### src/rtl/ifetch_prefetch.sv
// Instruction fetch front end: issues in-order word reads, buffers responses with their PCs
// in a small FIFO and hands them to the core; redirects flush and drop stale responses.
module ifetch_prefetch #(
   parameter int unsigned DEPTH    = 4,
   parameter logic [31:0] RESET_PC = 32'h0000_0000,
   parameter logic [31:0] NOP      = 32'h0000_0013
) (
   input  logic        clk,
   input  logic        rst_n,
   input  logic        redirect_valid,
   input  logic [31:0] redirect_pc,
   output logic        imem_req_valid,
   input  logic        imem_req_ready,
   output logic [31:0] imem_req_addr,
   input  logic        imem_rsp_valid,
   input  logic [31:0] imem_rsp_data,
   output logic        inst_valid,
   input  logic        inst_ready,
   output logic [31:0] inst_data,
   output logic [31:0] inst_pc,
   output logic        busy
);

   localparam int unsigned PW = $clog2(DEPTH);
   localparam int unsigned CW = PW + 1;

   logic [31:0]   fetch_pc_q, fetch_pc_d;
   logic [31:0]   rsp_pc_q, rsp_pc_d;
   logic [CW-1:0] outstanding_q, outstanding_d;
   logic [CW-1:0] count_q, count_d;
   logic [CW-1:0] drop_cnt_q, drop_cnt_d;
   logic [PW-1:0] wr_ptr_q, wr_ptr_d;
   logic [PW-1:0] rd_ptr_q, rd_ptr_d;
   logic [31:0]   data_q [DEPTH];
   logic [31:0]   data_d [DEPTH];
   logic [31:0]   pc_q   [DEPTH];
   logic [31:0]   pc_d   [DEPTH];

   logic [CW:0]   credit;
   logic [31:0]   redirect_aligned;
   logic          req_ok, req_fire, rsp_ok, drop, push, pop;

   always_comb begin
      credit           = {1'b0, outstanding_q} + {1'b0, count_q};
      redirect_aligned = redirect_pc & 32'hFFFF_FFFC;
      // Credits cover both buffered and in-flight words, so a push always has a free slot.
      req_ok   = rst_n && !redirect_valid && (credit < (CW+1)'(DEPTH));
      req_fire = req_ok && imem_req_ready;
      rsp_ok   = imem_rsp_valid && (outstanding_q != '0);
      drop     = rsp_ok && (drop_cnt_q != '0);
      push     = rsp_ok && !drop && !redirect_valid;
      pop      = (count_q != '0) && inst_ready && !redirect_valid;

      fetch_pc_d    = fetch_pc_q;
      rsp_pc_d      = rsp_pc_q;
      outstanding_d = outstanding_q + CW'(req_fire) - CW'(rsp_ok);
      count_d       = count_q;
      drop_cnt_d    = drop_cnt_q;
      wr_ptr_d      = wr_ptr_q;
      rd_ptr_d      = rd_ptr_q;
      data_d        = data_q;
      pc_d          = pc_q;

      if (redirect_valid) begin
         count_d    = '0;
         wr_ptr_d   = '0;
         rd_ptr_d   = '0;
         fetch_pc_d = redirect_aligned;
         rsp_pc_d   = redirect_aligned;
         drop_cnt_d = outstanding_q - CW'(rsp_ok);
      end else begin
         if (req_fire) begin
            fetch_pc_d = fetch_pc_q + 32'd4;
         end
         if (push) begin
            data_d[wr_ptr_q] = imem_rsp_data;
            pc_d[wr_ptr_q]   = rsp_pc_q;
            wr_ptr_d         = wr_ptr_q + 1'b1;
            rsp_pc_d         = rsp_pc_q + 32'd4;
         end
         if (pop) begin
            rd_ptr_d = rd_ptr_q + 1'b1;
         end
         if (drop) begin
            drop_cnt_d = drop_cnt_q - 1'b1;
         end
         count_d = count_q + CW'(push) - CW'(pop);
      end
   end

   always_ff @(posedge clk or negedge rst_n) begin
      if (!rst_n) begin
         fetch_pc_q    <= RESET_PC;
         rsp_pc_q      <= RESET_PC;
         outstanding_q <= '0;
         count_q       <= '0;
         drop_cnt_q    <= '0;
         wr_ptr_q      <= '0;
         rd_ptr_q      <= '0;
         for (int i = 0; i < int'(DEPTH); i++) begin
            data_q[i] <= NOP;
            pc_q[i]   <= RESET_PC;
         end
      end else begin
         fetch_pc_q    <= fetch_pc_d;
         rsp_pc_q      <= rsp_pc_d;
         outstanding_q <= outstanding_d;
         count_q       <= count_d;
         drop_cnt_q    <= drop_cnt_d;
         wr_ptr_q      <= wr_ptr_d;
         rd_ptr_q      <= rd_ptr_d;
         data_q        <= data_d;
         pc_q          <= pc_d;
      end
   end

   always_comb begin
      imem_req_valid = req_ok;
      imem_req_addr  = fetch_pc_q;
      inst_valid     = (count_q != '0);
      inst_data      = inst_valid ? data_q[rd_ptr_q] : NOP;
      // When empty, show the PC the next buffered word will carry.
      inst_pc        = inst_valid ? pc_q[rd_ptr_q] : rsp_pc_q;
      busy           = (outstanding_q != '0);
   end

endmodule
### config.mk
export PLATFORM = sky130hd
export DESIGN_NAME = ifetch_prefetch
export DESIGN_NICKNAME = d
export VERILOG_FILES = /design/src/rtl/ifetch_prefetch.sv
export SDC_FILE = /design/constraint.sdc
export NUM_CORES = 1
export LEC_CHECK = 0
export CAP_MARGIN = 20
export CELL_PAD_IN_SITES_DETAIL_PLACEMENT = 1
export CELL_PAD_IN_SITES_GLOBAL_PLACEMENT = 1
export CORE_ASPECT_RATIO = 0.7
export CORE_MARGIN = 2
export CORE_UTILIZATION = 52
export CTS_BUF_LIST = sky130_fd_sc_hd__clkbuf_16
export DETAILED_ROUTE_END_ITERATION = 8
export DONT_BUFFER_PORTS = 1
export GPL_TIMING_DRIVEN = 0
export PLACE_DENSITY_LB_ADDON = 0.1
export SLEW_MARGIN = 5
export SYNTH_ARGS = -nofsm -noshare
export SYNTH_HDL_FRONTEND = slang
export SYNTH_SLANG_ARGS = --single-unit
### constraint.sdc
create_clock -name clk -period 3.3 [get_ports clk]
set_clock_uncertainty 0.2 [all_clocks]
set_input_delay 0.825 -clock clk [delete_from_list [all_inputs] [get_ports clk]]
set_output_delay 0.825 -clock clk [all_outputs]
set_load 0.03 [all_outputs]
**Word level (Yosys, flattened, before mapping)**

Cells that the tools add are included.

- Bits in registers: 333
- Latch bits: 0
- Memory bits (writable): 0
- ROM bits: 0
- Input bits: 70
- Output and inout bits: 99
- Logic and storage cells: 76
- Memories: 0

- $add $sub $neg: 11
- Multiply operators: 0
- Divide/modulo/power cells: 0
- Order comparisons: 4
- Equality and inequality tests: 0
- Shifts and indexed selects: 0
- Muxes and demuxes: 23
- Bitwise gates (word level): 3
- Reductions and logical operators: 20

Operator list:

| cell | count |
|---|---|
| $mux W32 | 11 |
| $bwmux W128 | 2 |
| $bmux W32 S2 | 2 |
| $add A32 B3 Y32 const B | 2 |
| $demux W32 S2 | 1 |
| $logic_and A1 B1 Y1 | 10 |
| $mux W3 | 3 |
| $reduce_bool A3 Y1 | 3 |
| $sub A3 B1 Y3 | 3 |
| $mux W2 | 4 |
| $reduce_bool A2 Y1 | 4 |
| $add A3 B1 Y3 | 2 |
| $ge A3 B3 Y1 const B | 2 |
| $not A2 Y3 | 2 |
| $add A2 B1 Y2 const B | 2 |
| $add A3 B3 Y4 | 1 |
| $lt A4 B3 Y1 const B | 1 |
| $lt A3 B1 Y1 const B | 1 |
| $sub A3 B1 Y3 const B | 1 |
| $logic_not A1 Y1 | 2 |
| $reduce_and A2 Y1 | 1 |
| $not A1 Y1 | 1 |

**Depth between registers and ports, before layout**

- Depth in word-level cells: 9
- Mapped depth: 12
- Gate-level depth less buffers: 12

**Least setup slack after synthesis**

Ideal clock, no wire load.

- Path kind: input-to-reg
- Start: input port redirect_valid
- End: register outstanding_q[2]
- Setup time: 0.124 ns
- Data arrival time: 2.757 ns
- Required time: 2.976 ns
- Setup slack: 0.220 ns
- Stages: 10
- Buffers on the path: 1
- Cell sequence: nor3b_1 -> and4_1 -> clkinv_1 -> buf_2 -> ha_1 -> inv_1 -> ha_1 -> fa_1 -> xnor2_1 -> xnor2_1

- Longest elaborated chain between the ends: 6

RTL lines:

| element | RTL line | RTL |
|---|---|---|
| from (decl) | 10 | `input logic redirect_valid,` |
| $logic_not A1 Y1 | 47 | `req_ok = rst_n && !redirect_valid && (credit < (CW+1)'(DEPTH));` |
| $logic_and A1 B1 Y1 (2 in series) | 47 |  |
| $logic_and A1 B1 Y1 | 48 | `req_fire = req_ok && imem_req_ready;` |
| $add A3 B1 Y3 | 56 | `outstanding_d = outstanding_q + CW'(req_fire) - CW'(rsp_ok);` |
| $sub A3 B1 Y3 | 56 |  |
| net outstanding_d[2] | 29 | `logic [CW-1:0] outstanding_q, outstanding_d;` |
| to (signal assigned) | 107 | `outstanding_q <= outstanding_d;` |
| to (decl) | 29 |  |

The timed path passes the listed nets, and every way through them passes these cells.
A chain may end at the register's enable or synchronous reset.

**Final worst setup path**

- Start: register rd_ptr_q[0]
- End: output port inst_data[21]

- Longest elaborated chain between the ends: 5

RTL lines:

| element | RTL line | RTL |
|---|---|---|
| from (decl) | 33 | `logic [PW-1:0] rd_ptr_q, rd_ptr_d;` |
| from (signal assigned) | 111 | `rd_ptr_q <= rd_ptr_d;` |
| $not A2 Y3 (not written as such) | 121 | `inst_data = inst_valid ? data_q[rd_ptr_q] : NOP;` |
| $bmux W32 S2 | 121 |  |
| $mux W32 (not written as such) (2 in series) | 121 |  |
| $mux W32 | 121 |  |
| to (decl) | 19 | `output logic [31:0] inst_data,` |

No other way between the ends. The select of a mux whose other input is x is not followed.

==> results.cfg <==
[cells_and_area]
nets = 1337
syn2layout_area_growth_pct = 11.14
drive_gt1_share_pct = 19.29
final_cell_mix = dfrtp_1 (308), mux2_1 (240), nand2_1 (132)
layout_commonest_cell = dfrtp_1
antennaDiodeCount = 0
instances_no_fill = 1687
design_area_um2 = 17480

[timing]
worstMarginPinSlew_ns = 0.7111
finalHoldViolations = 309
rsz0062_at_grt = yes
max_slew_margin_pct = 52.34
final.min_clock_period_ns = 3.246
setup_viol = 0
drv_slew = 0
fin_crit_sh_pct = 98.37
clock.fmax_mhz = 308.1
finalHoldWorstSlack_ns = -0.1839
setup_ws_ns = 0.05385
final.setup.tns_ns = 0

[placement]
dp_hpwl_mm = 28.26
place_area_um2 = 16270
placedCellCount = 1625
place_congestion = 0.8455
dp_worst_setup_slack_ns = -0.3365
portBuffers = 0

[yosys]
synth_seq_cells = 321
syn_area_per_cell_um2 = 13.01
syn_inst = 1209
synthDistinctLibCells = 56
ys_dominant_reg_cell = dfrtp_1
yosysWarningCount = 0
ys_seq_area_share_pct = 51.18
synth_enable_flop_cells = 0
synth_area_um2 = 15730
synthArstFlopShare_pct = 100.0

[grt]
grt_overflow = 0
grt_pass1_vias = 10826
grt_max_degree = 324
grt_pass1_wl_mm = 64.82
antenna_found_initial = 0
grt_usage_pct = 27.15

[hold_path]
hold_class = in -> async

[critical_path]
critPathRequiredTime_ns = 2.27
crit_type = reg -> out
cp_slowest_cell = mux4_2
critPathMaxFanout = 10
cp_common_cell = buf_4
worstRegToRegCells = 11
worstPathCellList = buf_4, buf_4, mux4_2, and2_1
start_kind = flop
cp-end-kind = output pin
cp.arrival_ns = 2.22
slowest_delay_ns = 0.53

[die]
die_area_um2 = 31670
die-width_um = 211.8
coreArea_um2 = 29910
std_cell_rows = 53
ios = 169
initial_core_util_pct = 52.58
die_h_um = 149.5

[power]
leakage_nw = 8.114
p_seq_share_pct = 39.6
clkPwrFrac_pct = 27.1
p_sw_share_pct = 36.64
powerDensity_nw_per_um2 = 805.6
intPower_w = 0.008921
comb_power_share_pct = 33.3
peakVddDrop_mv = 0.4121
total_power_w = 0.01408
power.switching_w = 0.005158

[outcome]
violations = hold timing
status = complete, but fails checks

[detailed_routing]
vias = 10019
drtIter0Drc = 644
vias_per_cell = 5.939
drt_wl_total_mm = 41.27
antenna_left = 0
wl_per_cell_um = 24.46
first_pass_iters = 5
drc = 0

[cts]
clock_latency_ns = 0.53
cts_tree = built
cts_made_buffers = 35
cts_max_level = 2
clockRootBuffer = clkbuf_16
clk_pin_slew_ns = 0.06
cts.sinks = 321
clockBufferDepth = 3

[run]
maxCapViolCount = 0
final cells by class:
| cell class | instances | area (um2) |
|---|---|---|
| Sequential cell | 321 | 8049 |
| Timing Repair Buffer | 2 | 18.77 |
| Tap cell | 412 | 515.5 |
| Clock buffer | 37 | 925.9 |
| Multi-Input combinational cell | 782 | 7091 |
| Inverter | 21 | 82.58 |
| Fill cell | 2910 | 12430 |
| Clock inverter | 26 | 171.4 |
| Buffer | 86 | 623.1 |
sequential cells by signal (all words and copies together) (netlist names):
register / flops
count_q: 3
data_q: 128
outstanding_q: 3
rd_ptr_q: 2
rsp_pc_q: 30
wr_ptr_q: 2
drop_cnt_q: 3
pc_q: 120
imem_req_addr: 30
metrics by stage:
step	utilization, %	hold WS (ns)
after floorplan	-	0.2524
after global placement	54.34	0.2615
after detailed placement	54.39	0.2686
after CTS	58.34	-0.2185
after global routing	58.44	-0.2085
final	58.44	-0.1839
final timing paths:
kind / start / to / slack, ns
worst min register to register: pc_q[40] / pc_q[40] / 0.28
worst max-delay path: rd_ptr_q[0] / inst_data[21] / 0.05
min in group clk: imem_rsp_data[24] / data_q[88] / 0.22
max in group asynchronous: rst_n / rd_ptr_q[1] / 2.70
worst max register to register: outstanding_q[2] / outstanding_q[2] / 0.15
worst min-delay path: rst_n / data_q[41] / -0.18
critical path: cells and delay by family, from the launching register on:
family,cells,cell delay (ns)
buffers and inverters,2,0.52
flip-flops,1,0.33
multiplexers,1,0.53
AND/OR/NAND/NOR,1,0.29
logic make-up after synthesis:
kind of cell / synth area share, %
muxes: 27.27
adders and majority gates: 1.528
other: 0.02385
xor gates and xnor gates: 2.339
and+or+nand+nor: 10.19
buffers and inverters: 4.129
DFF: 51.18
AOI/OAI and AO/OA: 3.342
layer usage:
| metal | share of wire, % | vias to the layer above | GRT usage (%) |
|---|---|---|---|
| li1 | - | 4411 | - |
| met1 | 48 | 5368 | 40.89 |
| met2 | 45 | 188 | 41.32 |
| met3 | 4.5 | 52 | 4.869 |
| met4 | 1.9 | 0 | 6.162 |
| met5 | 0 | - | 0 |
power groups by stage:
stage / registers (W) / logic, W / clock network [W]
2_1_floorplan: 0.00538 / 0.00365 / 0
3_3_place_gp: 0.00555 / 0.00441 / 0
3_5_place_dp: 0.00561 / 0.00457 / 0
4_1_cts: 0.00557 / 0.00472 / 0.00392
5_1_grt: 0.00570 / 0.00506 / 0.00407
6_report: 0.00557 / 0.00469 / 0.00382
repair_timing:
action / 4_1_cts / 5_1_grt
setup endpoints to repair: 63 / 41
setup buffers: 1 / 0
cloned: 0 / 0
endpoints found under the hold margin: 321 / 312
gates resized for setup: 36 / 16
pin swaps: 1 / 0
cells in the mapped netlist (3+ instances only):
master    count  area, um2
a21boi_0      3      22.52
a21oi_1       4      20.02
a31oi_1       3      18.77
and2_1       34      212.7
and3_1        8      50.05
and4_1        5      43.79
buf_2        20      100.1
buf_4         9      67.56
buf_6        24      270.3
clkbuf_1     33      123.9
dfrtp_1     309       7732
dfstp_2      12      315.3
ha_1         16      200.2
inv_1        18      67.56
mux2_1      240       2703
mux2_2       15      168.9
mux4_2       62       1396
nand2_1     145      544.3
nand2b_1      3      18.77
nand3_1      37      185.2
nand3b_1      3      22.52
nand4_1      25      156.4
nor2_1       29      108.9
nor3_2        4      40.04
nor4_1        3      18.77
nor4_2        3      37.54
o211ai_1     15      112.6
o21ai_0      32      160.2
o21ai_1       5      25.02
o311ai_0      9      78.83
or2_2         3      18.77
or3_1         6      37.54
xnor2_1      15      131.4
xor2_1       27      236.5
Note: power is estimated with default switching activity, not from simulation.
==> edit 1, RTL diff (same flow settings) <==
Set the parameter `DEPTH` to 8 (it was 4).
--- a/src/rtl/ifetch_prefetch.sv
+++ b/src/rtl/ifetch_prefetch.sv
@@ -3,3 +3,3 @@
 module ifetch_prefetch #(
-   parameter int unsigned DEPTH    = 4,
+   parameter int unsigned DEPTH    = 8,
    parameter logic [31:0] RESET_PC = 32'h0000_0000,
Behaviour: no difference found for any inputs over 4 cycles, from zero or initial values and one cycle with rst_n low; that may be too few to reach the edited logic, so the function may still have changed.
==> edit 1 against the original RTL <==
The flow finishes with violations (negative hold slack, max-slew violations, negative setup slack). Setup slack got worse by 690 ps. Cell area rose by 82%. Largest cell class unchanged. Final cell count rose by 63%. Die area rose by 72%. Sequential cell count rose by 253. Synthesized area rose by 74%. Power rose by 59%. Routed wire length rose by 87%.
==> edit 1: results <==
metrics = {
    "status": {
        "status": "complete, but fails checks",
        "violations": "negative hold slack, max-slew violations, negative setup slack",
    },
    "global_routing": {
        "grtUsageMet1_pct": 42.8,
        "grtUsageMet2_pct": 44.4,
        "grt_use_met3_pct": 5.81,
        "grt.total_usage_pct": 28.8,
        "grt_pass1_vias": 18631,
        "grt_pass1_wl_um": 118000,
        "grt_max_degree": 576,
    },
    "cells_and_area": {
        "nets": 2110,
        "top_regs": "data_q: 256 flops, pc_q: 240 flops",
        "drive_above_1_share_pct": 45.1,
        "n_antenna_cell": 0,
    },
    "detailed_routing": {
        "drt-initial-drc-count": 1333,
        "vias": 17068,
        "routedWlPerCell_um": 28.1,
    },
    "logic_synthesis": {
        "ys_seq_area_share_pct": 52.7,
        "ys_top_cells_by_count": "550 x dfrtp_1, 421 x mux2_2, 124 x mux4_2",
        "synth.area.top_cells": "dfrtp_1 50%, mux2_2 17%, mux4_2 10%",
    },
    "critical_path": {
        "crit_arrival_ps": 4200,
        "path_max_fanout": 575,
    },
    "clocking": {
        "clock_latency_ps": 620,
        "clk_pin_slew_ps": 60,
        "cts_made_buffers": 57,
    },
    "power": {
        "p_sw_share_pct": 34.9,
        "p_leak_nw": 14.4,
        "peakVddDrop_mv": 0.467,
    },
    "sta": {
        "tightest_slew_ps": 2100,
        "slew_viol_final": 341,
        "hold_viol_final": 176,
        "setup_ws_ps": -638,
        "hold_slack_ps": -281,
        "setup_viol": 86,
    },
    "placed_design": {
        "gp_congestion": 0.907,
        "post-dp-hpwl_um": 50000,
        "dp_slack_ps": -1020,
    },
}
[edit 1: area by class of cell]
cell class | instances | area [sq um] | area share [%]
clock inverters | 48 | 379 | 1.20
repair buffers | 35 | 485 | 1.53
clock buffers | 59 | 1480 | 4.65
plain buffers | 150 | 1180 | 3.71
well taps | 684 | 856 | 2.70
multi-input cells | 1169 | 12800 | 40.4
inverters | 29 | 120 | 0.379
flip-flops and latches | 574 | 14400 | 45.4
[edit 1: critical path: stages]
cell and delay, ps:
nor3b_1 690, o2111a_2 280, clkinvlp_4 170, buf_4 230, clkbuf_1 550, a31oi_1 80, o21ai_0 200, o311ai_0 160
[edit 1: logic make-up after synthesis]
| kind of cell | count (synthesis) | synth area share [%] |
|---|---|---|
| compound gates | 134 | 2.92 |
| xor+xnor | 48 | 1.54 |
| fa+ha+maj | 24 | 1.16 |
| buf+inv | 185 | 3.59 |
| flops | 574 | 52.7 |
| mux | 675 | 32.8 |
| other cells | 1 | 0.0137 |
| simple gates | 284 | 5.22 |
[edit 1: path summary, 6_finish.rpt]
check	start	endpoint	slack (ps)	cells past startpoint
worst min-delay path	rst_n	rsp_pc_q[24]	-280	0
worst max register to register	outstanding_q[2]	pc_q[187]	110	9
worst min register to register	pc_q[178]	pc_q[178]	280	1
worst max-delay path	rst_n	imem_req_addr[30]	-640	8
min in group clk	imem_rsp_data[24]	data_q[184]	130	1
max in group asynchronous	rst_n	data_q[203]	1520	0
[edit 1: power by group through the flow]
stage / Clock [mW] / Combinational [mW] / Sequential [mW]
finish: 6.55 / 7.59 / 8.20
detailed placement: 0 / 5.56 / 8.27
global route: 6.99 / 8.00 / 8.27
floorplan: 0 / 4.13 / 8.12
global placement: 0 / 5.31 / 8.22
CTS: 6.66 / 7.18 / 8.18
[edit 1: metrics by stage]
step / utilization, % / cell area [sq um] / setup TNS, ps / std cells / total power, mW
2_1_floorplan: - / 27300 / 0 / 1928 / 12.3
3_3_place_gp: 54.1 / 28200 / -58290 / 2612 / 13.5
3_5_place_dp: 54.2 / 28200 / -57240 / 2620 / 13.8
4_1_cts: 60.2 / 31300 / -5680 / 2739 / 22.0
5_1_grt: 61.0 / 31700 / -10350 / 2748 / 23.3
6_report: 61.0 / 31700 / -14860 / 2748 / 22.3
[edit 1: what timing repair did]
action | CTS | global route
pin swaps | 7 | 2
cloned | 5 | 0
resized for setup | 293 | 68
buffers inserted | 13 | 9
endpoints found under the hold margin | 550 | 550
setup endpoints to repair | 189 | 129
[edit 1: per-layer routing]
layer / routed length (um) / vias up / share of wire (%)
met4: 1040 / 0 / 1.3
li1: - / 7244 / -
met2: 35900 / 371 / 46
met1: 36400 / 9374 / 47
met5: 0 / - / 0
met3: 3980 / 79 / 5.1
==> edit 2, RTL diff (same flow settings) <==
Without the edit above. Reset style: synchronous (`rst_n`), changed in one clocked block.
--- a/src/rtl/ifetch_prefetch.sv
+++ b/src/rtl/ifetch_prefetch.sv
@@ -90,3 +90,3 @@
 
-   always_ff @(posedge clk or negedge rst_n) begin
+   always_ff @(posedge clk) begin
       if (!rst_n) begin
Function: differs if rst_n is asserted again (counterexample within 4 cycles, from zero or initial values and one cycle with rst_n low); with rst_n held inactive, the same outputs for 4 cycles.
==> edit 2 against the original RTL <==
Fmax grew 0.21%. Sequential share of layout area shrank 7.3 points. Final cell count grew 30%. Sequential cell count is the same. Worst hold slack gained 350 ps. Non-clock buffer count grew 67. Synthesized area shrank 5.4%. Cell area shrank 5.2%. Setup slack gained 6.8 ps. Routed wire length grew 27%. Via count grew 34%.
Power is not compared: it rests on default switching activity, and its combinational part moved more than twofold at a synthesized area within 25%.
==> edit 2: results <==
metrics = {
    "placed_design": {
        "port_buffers": 0,
        "dp_cells": 2130,
        "post-dp-hpwl_um": 36700,
        "gp_congestion": 0.863,
    },
    "global_routing": {
        "overflow": 0,
        "grt.total_usage_pct": 34.8,
        "grt_pass1_vias": 14053,
        "grt_pass1_wl_um": 81400,
        "antenna_found_initial": 2,
        "grt_max_degree": 16,
    },
    "status": {
        "status": "finished, final reports clean",
    },
    "detailed_routing": {
        "drt-initial-drc-count": 892,
        "routed_wl_um": 52200,
        "vias": 13449,
        "routedWlPerCell_um": 23.8,
        "first_pass_iters": 5,
    },
    "power": {
        "peakVddDrop_mv": 0.459,
        "p_leak_nw": 5.61,
    },
    "clocking": {
        "clockBufferDepth": 3,
        "cts_made_buffers": 31,
        "cts-htree-levels": 1,
        "cts-root-buf": "clkbuf_16",
        "clock_latency_ps": 580,
        "clk_pin_slew_ps": 70,
    },
    "sta": {
        "relSlewSlack_pct": 34.5,
    },
    "cells_and_area": {
        "nets": 1880,
        "top_regs": "data_q: 128 flops, pc_q: 120 flops",
        "drive_above_1_share_pct": 15.8,
    },
    "logic_synthesis": {
        "ys_top_cells_by_count": "535 x nand2_1, 321 x dfxtp_1, 281 x a21oi_1",
        "ys_seq_area_share_pct": 43.2,
        "async_reset_ff_share_pct": 0,
        "synth_cells": 1756,
        "yosysUniqueCellTypes": 59,
        "synth.area.top_cells": "dfxtp_1 43%, nand2_1 13%, a21oi_1 9.5%",
        "synth_top_area_cell": "dfxtp_1",
        "synth.yosys.warnings": 0,
    },
    "critical_path": {
        "slowest_delay_ps": 390,
        "crit_arrival_ps": 2210,
        "crit_slowest_cell": "mux2_2",
        "path_max_fanout": 10,
    },
    "worst_hold_path": {
        "hold_class": "input port to register",
    },
}
-- edit 2: changes by cell type after synthesis, moves of 27 or more --
cell	before	now
dfrtp_1	309	0
a21oi_1	4	281
nand2_1	145	535
nor2b_1	2	29
dfxtp_1	0	321
buf_2	20	62
mux2_1	240	0
-- edit 2: area by class of cell --
class	instances	area, sq um
antenna	3	7.51
inverter	21	78.8
multi-input combinational	1262	7730
clock inverter	26	194
buffer	154	873
tap	371	464
clock buffer	31	776
timing repair buffer	1	20.0
fill	3308	11400
sequential	321	6430
-- edit 2: logic make-up (layout without fill, tap and decap cells) --
kind of cell,Yosys count,count (layout),share of synthesized area (%)
compound gates,364,364,13.0
xor+xnor,47,47,2.77
fa+ha+maj,18,18,1.61
buf+inv,176,233,5.73
flops,321,321,43.2
mux,92,92,11.7
other cells,1,7,0.0252
simple gates,737,737,22.0
-- edit 2: per-layer routing --
| layer | vias up | wire length, um | track usage (%) |
|---|---|---|---|
| met4 | 0 | 1230 | 8.71 |
| met1 | 6763 | 22600 | 49.1 |
| met2 | 531 | 23400 | 53.1 |
| li1 | 6051 | - | - |
| met3 | 104 | 5030 | 9.16 |
| met5 | - | 0 | 0 |
-- edit 2: through the flow --
| stage | cell area, sq um | hold slack (ps) | setup WS (ps) |
|---|---|---|---|
| floorplan | 14900 | 233 | 52.2 |
| global placement | 15400 | 239 | -451 |
| detailed placement | 15400 | 246 | -505 |
| CTS | 16600 | 154 | 16.5 |
| global route | 16600 | 162 | -4.33 |
| finish | 16600 | 168 | 60.6 |
-- edit 2: report_power, final --
group	switching, mW	internal [mW]
combinational	0.873	0.432
sequential	0.186	4.02
clock	1.60	1.93
total	2.66	6.38
-- edit 2: repair_timing --
item / 4_1_cts / 5_1_grt
pin swaps: 1 / 0
setup endpoints to repair: 65 / 30
setup buffers: 1 / 0
gates resized for setup: 70 / 8
cloned: 0 / 0
-- edit 2: critical path, delay by kind of cell, from the launching register on --
family | cells | cell delay [ps]
buf+inv | 3 | 580
flops | 1 | 340
mux | 2 | 700
-- edit 2: final timing paths --
path / slack (ps) / start / depth (start not counted) / to
max: 60 / rd_ptr_q[1] / 5 / inst_pc[30]
max reg2reg: 150 / outstanding_q[2] / 13 / count_q[2]
min: 170 / imem_rsp_data[20] / 2 / data_q[116]
min reg2reg: 250 / data_q[90] / 2 / data_q[90]
